===== src/rtl/mem_read_arbiter_if.sv =====
// mem_read_arbiter_if
//   Bundles the two requester channels (fetch, load) and the memory read port
//   that meet at mem_read_arbiter.
//
//   Handshake: a requester raises *Req with a stable *Addr and holds both
//   until *Grant is 1 in the same cycle. Req+Grant high in a cycle means the
//   read was issued. Dropping Req before the grant withdraws the request.
//   The requester may request again in the cycle after a grant.
//   Responses come back as *Valid/*Data for exactly one cycle and have no
//   backpressure, so the requester must take the data in that cycle.
//
//   modport slave  : arbiter side (takes requests, drives grants/responses/memory)
//   modport master : requester + memory side (testbench / core / memory model)
interface mem_read_arbiter_if #(
  parameter int ADDR_W = 61,
  parameter int DATA_W = 64
);
  logic              fetchReq;
  logic [ADDR_W-1:0] fetchAddr;
  logic              fetchGrant;
  logic              fetchValid;
  logic [DATA_W-1:0] fetchData;

  logic              loadReq;
  logic [ADDR_W-1:0] loadAddr;
  logic              loadGrant;
  logic              loadValid;
  logic [DATA_W-1:0] loadData;

  logic              memReadEn;
  logic [ADDR_W-1:0] memReadAddr;
  logic [DATA_W-1:0] memReadData;

  modport slave (
    input  fetchReq, fetchAddr, loadReq, loadAddr, memReadData,
    output fetchGrant, fetchValid, fetchData,
    output loadGrant, loadValid, loadData,
    output memReadEn, memReadAddr
  );

  modport master (
    output fetchReq, fetchAddr, loadReq, loadAddr, memReadData,
    input  fetchGrant, fetchValid, fetchData,
    input  loadGrant, loadValid, loadData,
    input  memReadEn, memReadAddr
  );
endinterface


===== src/rtl/mem_read_arbiter.sv =====
// mem_read_arbiter
//   Shares the single memory read port between instruction fetch and loads.
//   Load wins contention unless fetch has been denied STARVE_MAX consecutive
//   cycles. In-flight reads are tracked by a LATENCY-deep {valid,isLoad} tag
//   pipeline, so each response is routed back to the requester that issued it.
//
//   Ports:
//     clk     : rising-edge clock
//     reset_n : asynchronous active-low reset
//     bus     : mem_read_arbiter_if.slave (fetch/load channels + memory read port)
module mem_read_arbiter #(
  parameter int LATENCY    = 1,
  parameter int STARVE_MAX = 3,
  parameter int ADDR_W     = 61,
  parameter int DATA_W     = 64
) (
  input  logic               clk,
  input  logic               reset_n,
  mem_read_arbiter_if.slave  bus
);

  logic [3:0]         starve_q, starve_d;
  logic [LATENCY-1:0] vld_q, vld_d;
  logic [LATENCY-1:0] is_ld_q, is_ld_d;

  logic starved;
  logic fetch_win;
  logic fetch_grant;
  logic load_grant;
  logic mem_read_en;
  logic out_valid;
  logic out_is_ld;

  // Arbitration is purely combinational so a request is granted in the cycle
  // it is presented. Grants are gated by reset_n so nothing issues in reset.
  assign starved     = (starve_q == 4'(STARVE_MAX));
  assign fetch_win   = bus.fetchReq & (~bus.loadReq | starved);
  assign fetch_grant = reset_n & fetch_win;
  assign load_grant  = reset_n & bus.loadReq & ~fetch_win;
  assign mem_read_en = fetch_grant | load_grant;

  assign bus.fetchGrant = fetch_grant;
  assign bus.loadGrant  = load_grant;
  assign bus.memReadEn  = mem_read_en;

  always_comb begin
    bus.memReadAddr = {ADDR_W{1'b0}};
    if (fetch_grant) begin
      bus.memReadAddr = bus.fetchAddr;
    end else if (load_grant) begin
      bus.memReadAddr = bus.loadAddr;
    end
  end

  // Consecutive-denial counter: any cycle where fetch is not waiting (or has
  // just been served) restarts the count; it saturates at STARVE_MAX.
  always_comb begin
    starve_d = starve_q;
    if (!bus.fetchReq || fetch_grant) begin
      starve_d = 4'd0;
    end else if (!starved) begin
      starve_d = starve_q + 4'd1;
    end
  end

  // Tag pipeline: bit 0 takes this cycle's issue, higher bits age by one edge,
  // so the top bit lines up with memReadData of the matching read.
  assign vld_d   = (vld_q << 1)   | LATENCY'(mem_read_en);
  assign is_ld_d = (is_ld_q << 1) | LATENCY'(load_grant);

  always_ff @(posedge clk or negedge reset_n) begin
    if (!reset_n) begin
      starve_q <= 4'd0;
      vld_q    <= '0;
      is_ld_q  <= '0;
    end else begin
      starve_q <= starve_d;
      vld_q    <= vld_d;
      is_ld_q  <= is_ld_d;
    end
  end

  assign out_valid = vld_q[LATENCY-1];
  assign out_is_ld = is_ld_q[LATENCY-1];

  assign bus.fetchValid = out_valid & ~out_is_ld;
  assign bus.loadValid  = out_valid & out_is_ld;
  assign bus.fetchData  = bus.fetchValid ? bus.memReadData : {DATA_W{1'b0}};
  assign bus.loadData   = bus.loadValid  ? bus.memReadData : {DATA_W{1'b0}};

endmodule

===== src/flat_wrapper.sv =====
// flat-port wrapper written by rule: the top's interface ports become plain ports
module mem_read_arbiter_flat 
#(
  parameter int LATENCY    = 1,
  parameter int STARVE_MAX = 3,
  parameter int ADDR_W     = 61,
  parameter int DATA_W     = 64
)
  (clk, reset_n, bus_fetchReq, bus_fetchAddr, bus_loadReq, bus_loadAddr, bus_memReadData, bus_fetchGrant, bus_fetchValid, bus_fetchData, bus_loadGrant, bus_loadValid, bus_loadData, bus_memReadEn, bus_memReadAddr);
  mem_read_arbiter_if #(.ADDR_W(ADDR_W), .DATA_W(DATA_W)) bus_i ();
  input  logic clk;
  input  logic reset_n;
  input wire logic [$bits(bus_i.fetchReq)-1:0] bus_fetchReq;
  input wire logic [$bits(bus_i.fetchAddr)-1:0] bus_fetchAddr;
  input wire logic [$bits(bus_i.loadReq)-1:0] bus_loadReq;
  input wire logic [$bits(bus_i.loadAddr)-1:0] bus_loadAddr;
  input wire logic [$bits(bus_i.memReadData)-1:0] bus_memReadData;
  output wire logic [$bits(bus_i.fetchGrant)-1:0] bus_fetchGrant;
  output wire logic [$bits(bus_i.fetchValid)-1:0] bus_fetchValid;
  output wire logic [$bits(bus_i.fetchData)-1:0] bus_fetchData;
  output wire logic [$bits(bus_i.loadGrant)-1:0] bus_loadGrant;
  output wire logic [$bits(bus_i.loadValid)-1:0] bus_loadValid;
  output wire logic [$bits(bus_i.loadData)-1:0] bus_loadData;
  output wire logic [$bits(bus_i.memReadEn)-1:0] bus_memReadEn;
  output wire logic [$bits(bus_i.memReadAddr)-1:0] bus_memReadAddr;
  assign bus_i.fetchReq = bus_fetchReq;
  assign bus_i.fetchAddr = bus_fetchAddr;
  assign bus_i.loadReq = bus_loadReq;
  assign bus_i.loadAddr = bus_loadAddr;
  assign bus_i.memReadData = bus_memReadData;
  assign bus_fetchGrant = bus_i.fetchGrant;
  assign bus_fetchValid = bus_i.fetchValid;
  assign bus_fetchData = bus_i.fetchData;
  assign bus_loadGrant = bus_i.loadGrant;
  assign bus_loadValid = bus_i.loadValid;
  assign bus_loadData = bus_i.loadData;
  assign bus_memReadEn = bus_i.memReadEn;
  assign bus_memReadAddr = bus_i.memReadAddr;
  mem_read_arbiter #(.LATENCY(LATENCY), .STARVE_MAX(STARVE_MAX), .ADDR_W(ADDR_W), .DATA_W(DATA_W)) u_core (.clk(clk), .reset_n(reset_n), .bus(bus_i));
endmodule

===== config.mk =====
export PLATFORM = sky130hd
export DESIGN_NAME = mem_read_arbiter_flat
export DESIGN_NICKNAME = d
export VERILOG_FILES = /design/src/rtl/mem_read_arbiter_if.sv /design/src/rtl/mem_read_arbiter.sv /design/src/flat_wrapper.sv
export SDC_FILE = /design/constraint.sdc
export NUM_CORES = 1
export LEC_CHECK = 0
export ABC_AREA = 1
export CAP_MARGIN = 5
export CORE_AREA = 3 3 148 150
export CTS_BUF_LIST = sky130_fd_sc_hd__clkbuf_2
export CTS_CLUSTER_DIAMETER = 120
export DETAILED_ROUTE_END_ITERATION = 6
export DIE_AREA = 0 0 151 153
export GPL_TIMING_DRIVEN = 0
export SETUP_SLACK_MARGIN = 0.3
export SYNTH_ARGS = -nofsm -noshare
export SYNTH_HDL_FRONTEND = slang
export SYNTH_SLANG_ARGS = --single-unit

===== constraint.sdc =====
create_clock -name clk -period 1.7 [get_ports clk]
set_clock_uncertainty 0.05 [all_clocks]
set_input_delay 0.17 -clock clk [delete_from_list [all_inputs] [get_ports clk]]
set_output_delay 0.17 -clock clk [all_outputs]
set_load 0.02 [all_outputs]

==> run summary, run 1 <==
The run gives 6.700% as the post-synthesis sequential area ratio. The level count of the clock H-tree is 1. TritonCTS built the clock tree. Across every metal layer, demand over resource in global routing totals 15.02%.

Static timing analysis puts the maximum clock frequency at 544.6 MHz. The largest single stage delay on the critical path is 0.41 ns. The cell depth of the worst flop-to-flop path is 8. The via count of the first global-routing pass was 4,771. For this run, the number of Yosys warnings is 0.

The count of nets left with antenna violations once routing finished came out at 0. The repair_antennas step left the layout with diodes totalling 0. The cell seen most often among critical-path stages is nand2_8. The cell count after synthesis came out at 467. Power spread over the standard cell area amounts to 297.9 nW/µm². The tools report the combined area of the multi-input logic cells as 2660 µm². In the post-synthesis netlist, the biggest area contributors are nor2_1 22%, nand4_1 17%, nand3_1 14%. The arrival time at the worst endpoint was 1.62 ns. For the max-slew headroom at the worst pin, the log shows 68.80%. The initial utilization of the core area, before any placement, comes to 10.76%. In the final routed layout, each cell accounts on average for 17.67 µm. The worst setup path is launched from a flip-flop. The clock passes through at most 2 buffers.

The sequential share of power is 6.5%. In this run switching power makes up 46.02% of total power. The last weighted congestion value of the routability-driven placer was 0.8088; the number of synthesized register bits was 6. The tools report the origin of the critical flop-to-flop path as u_core.starve_q[3].

Setup violations remaining at the end of the flow were counted as 111. After routing the design area is 8578 µm². Wires add up to 21.03 mm. STA puts the critical path data required time at 1.48 ns. Detailed placement ended at an HPWL of 15.96 mm. Counting the fill cells in the layout gives 2,022. 384 I/O pins were placed. The die height is 153 µm, and the largest net degree at the start of global routing is 11. In the finished design, the share of the clock period the worst path needs comes to 108.0%. Total power for the finished layout comes to 0.002556 W. Most common cell after layout, fill and taps aside: clkdlybuf4s50_1. In the layout the commonest cells are 186 x clkdlybuf4s50_1, 164 x buf_6, 79 x buf_4. In the final design database the tool counted 1,108 nets. For the minimum hold slack, the log shows 0.4283 ns. The slowest stage of the critical path is the dfrtp_1 cell.

Clock tree synthesis selected as its root buffer the cell clkbuf_2. In the final layout, the share of cells above drive strength 1 is 56.39%. For this run, the detailed router's first-pass iteration total came to 6. The area share of the largest cell type after synthesis came out at 22.11%. The initial antenna violation count is 2, and the core area is 20,820 µm². On the critical path the largest part of the delay comes from simple AND/OR/NAND/NOR gates.

Per report_power, the clock group accounts for 4.1% of the total. The transition time at the pin with the least slew margin was 0.4679 ns; the area occupied by registers was 151.4 µm². The max-capacitance violation count is 0. The later-pin clock latency in the skew report was 0.23 ns. The internal power of the cells totals 0.001380 W. Setup repair after global routing could not meet its margin everywhere. For the count of standard-cell rows, the log shows 53. The time the final worst path needs with I/O delays and setup came out at 1.836 ns.

Compared with the post-synthesis result, the final layout area differs by 282.8%. When the netlist entered floorplanning its net count stood at 658. The count of buffering cells on the critical path with inverters included is 2, and the peak supply drop is 0.1421 mV. The worst setup path is of the flip-flop to output port kind. The final global-route overflow total was 0. The run finished, with violations left. After clock tree synthesis, the clock-pin slew on the worst setup and hold paths is 0.08 ns. The die covers 23,100 µm².

The logs give 3.949 nW for the leakage power and 2241 µm² for the synthesized cell area. In this run, CTS created clock tree buffers numbering 3. The worst register-to-register path ends at u_core.is_ld_q.

Along the worst path, the maximum fanout reaches 7. The tools report the final number of hold-violating endpoints as 0. The kind of path behind the tightest hold check is primary input to asynchronous set/reset pin.

The final count of pins violating max slew was 0; the number of clock sinks was 6. A synthesized cell averages 4.798 µm². In this run, placement finished with an instance count of 1,125. STA classifies the critical path endpoint as an output port.

The run gives 112 as the initial DRC count. For the setup slack of the most critical reg-to-reg path, the log shows 0.28 ns. The checks that failed: negative setup slack. The run gives 6583 µm² as the post-place instance area.

Via-per-instance ratio: 4.140. In this run the tool buffered the top-level ports with 383 buffer cells. The via count is 4,927, and the number of distinct library cell variants in the gate-level netlist after synthesis is 18. The tools report the non-filler instance count after layout as 1,190. Per report_power, the combinational group accounts for 89.4% of the total. The critical path goes through ha_4 > nand2_4 > nand2_8 > nand2_8 > clkbuf_16 > nand3_1 > nand2_2 > buf_6. The top cell type by total area after synthesis was nor2_1. The first global-routing pass estimated 27.10 mm of wire. The analysis attributes to net switching a power of 0.001176 W. In the routed design, unresolved DRC markers number 0. The post-layout worst setup margin is -0.1363 ns, and the die boundary width is 151 µm.
==> metal layers <==
layer	GRT usage, %	routed length [µm]	part of all wire [%]
met1	16.21	7704	37
met2	29.48	11300	54
met3	3.647	1672	8.0
met4	2.332	337	1.6
met5	0	13	0.062
==> cells in the mapped netlist, drive strengths merged <==
master,number
buf,34
clkbuf,11
dfrtp,6
ha,1
inv,78
nand2,78
nand3,63
nand4,61
nor2,133
o2111ai,1
xor2,1
==> timing repair <==
item / 4_1_cts / 5_1_grt
buffers inserted: 14 / 28
hold buffers: 1 / 0
endpoints found under the setup margin: 200 / 195
pin swaps: 32 / 13
resized for setup: 818 / 644
gates cloned: 8 / 11
hold endpoints to repair: 6 / 0
==> state kept, by name (all words and copies together), names as in the netlist <==
register / flops
u_core.is_ld_q: 1
u_core.starve_q: 4
u_core.out_valid: 1
==> area by class of cell <==
| cell class | instances | area share, % |
|---|---|---|
| timing repair inverter | 1 | 0.1021 |
| tap | 275 | 4.011 |
| multi-input combinational | 340 | 31.01 |
| buffer | 45 | 6.009 |
| sequential | 6 | 1.765 |
| clock buffer | 3 | 0.1750 |
| inverter | 78 | 3.530 |
| timing repair buffer | 442 | 53.40 |
==> worst reg2reg max path, stage by stage, from the launching register on <==
cell and delay, ns:
dfrtp_1 0.39, nor2_2 0.16, nand2_4 0.09, nand2_8 0.12, nand2_8 0.11, buf_12 0.17, nand2_8 0.07, inv_4 0.04
buf_4 0.12
==> power groups by stage <==
stage | Clock (W) | Combinational (W) | Sequential [W]
3_3_place_gp | 0 | 0.00170 | 0.000163
4_1_cts | 0.000110 | 0.00189 | 0.000161
2_1_floorplan | 0 | 0.000702 | 0.000162
5_1_grt | 0.000116 | 0.00241 | 0.000166
3_5_place_dp | 0 | 0.00170 | 0.000164
6_report | 0.000105 | 0.00229 | 0.000165
==> cell families (layout without fill, tap and decap cells) <==
family	Yosys count	count (layout)	synth area share, %
adders and majority gates	1	1	0.5583
and+or+nand+nor	335	337	67.95
buffers and inverters	123	569	24.01
xor gates and xnor gates	1	1	0.3909
AOI/OAI and AO/OA	1	1	0.3909
DFF	6	6	6.700
==> worst max-delay path by stage <==
stage | from | endpoint | cells after the start
final | u_core.starve_q[0] | bus_memReadAddr[41] | 8
after global routing | u_core.starve_q[0] | bus_memReadAddr[50] | 8
after CTS | u_core.starve_q[0] | bus_memReadAddr[42] | 8
after detailed placement | reset_n | bus_memReadAddr[20] | 8
after global placement | reset_n | bus_memReadAddr[20] | 8
after floorplan | u_core.is_ld_q | bus_fetchData[10] | 4
==> metrics by stage <==
stage / setup TNS [ns] / util [%] / setup slack [ns]
floorplan: 0 / - / 0.2245
global placement: -94.73 / 31.61 / -1.126
detailed placement: -96.51 / 31.61 / -1.133
CTS: -10.97 / 34.17 / -0.1748
global route: -18.21 / 41.20 / -0.2221
finish: -8.239 / 41.20 / -0.1363
Power figures use the tool's default switching activity.
==> run 2, diff against run 1 <==
- CTS_CLUSTER_SIZE: default -> 28
==> results of run 2 <==
No change in the layout: final DEF, timing and power equal those of run 1.
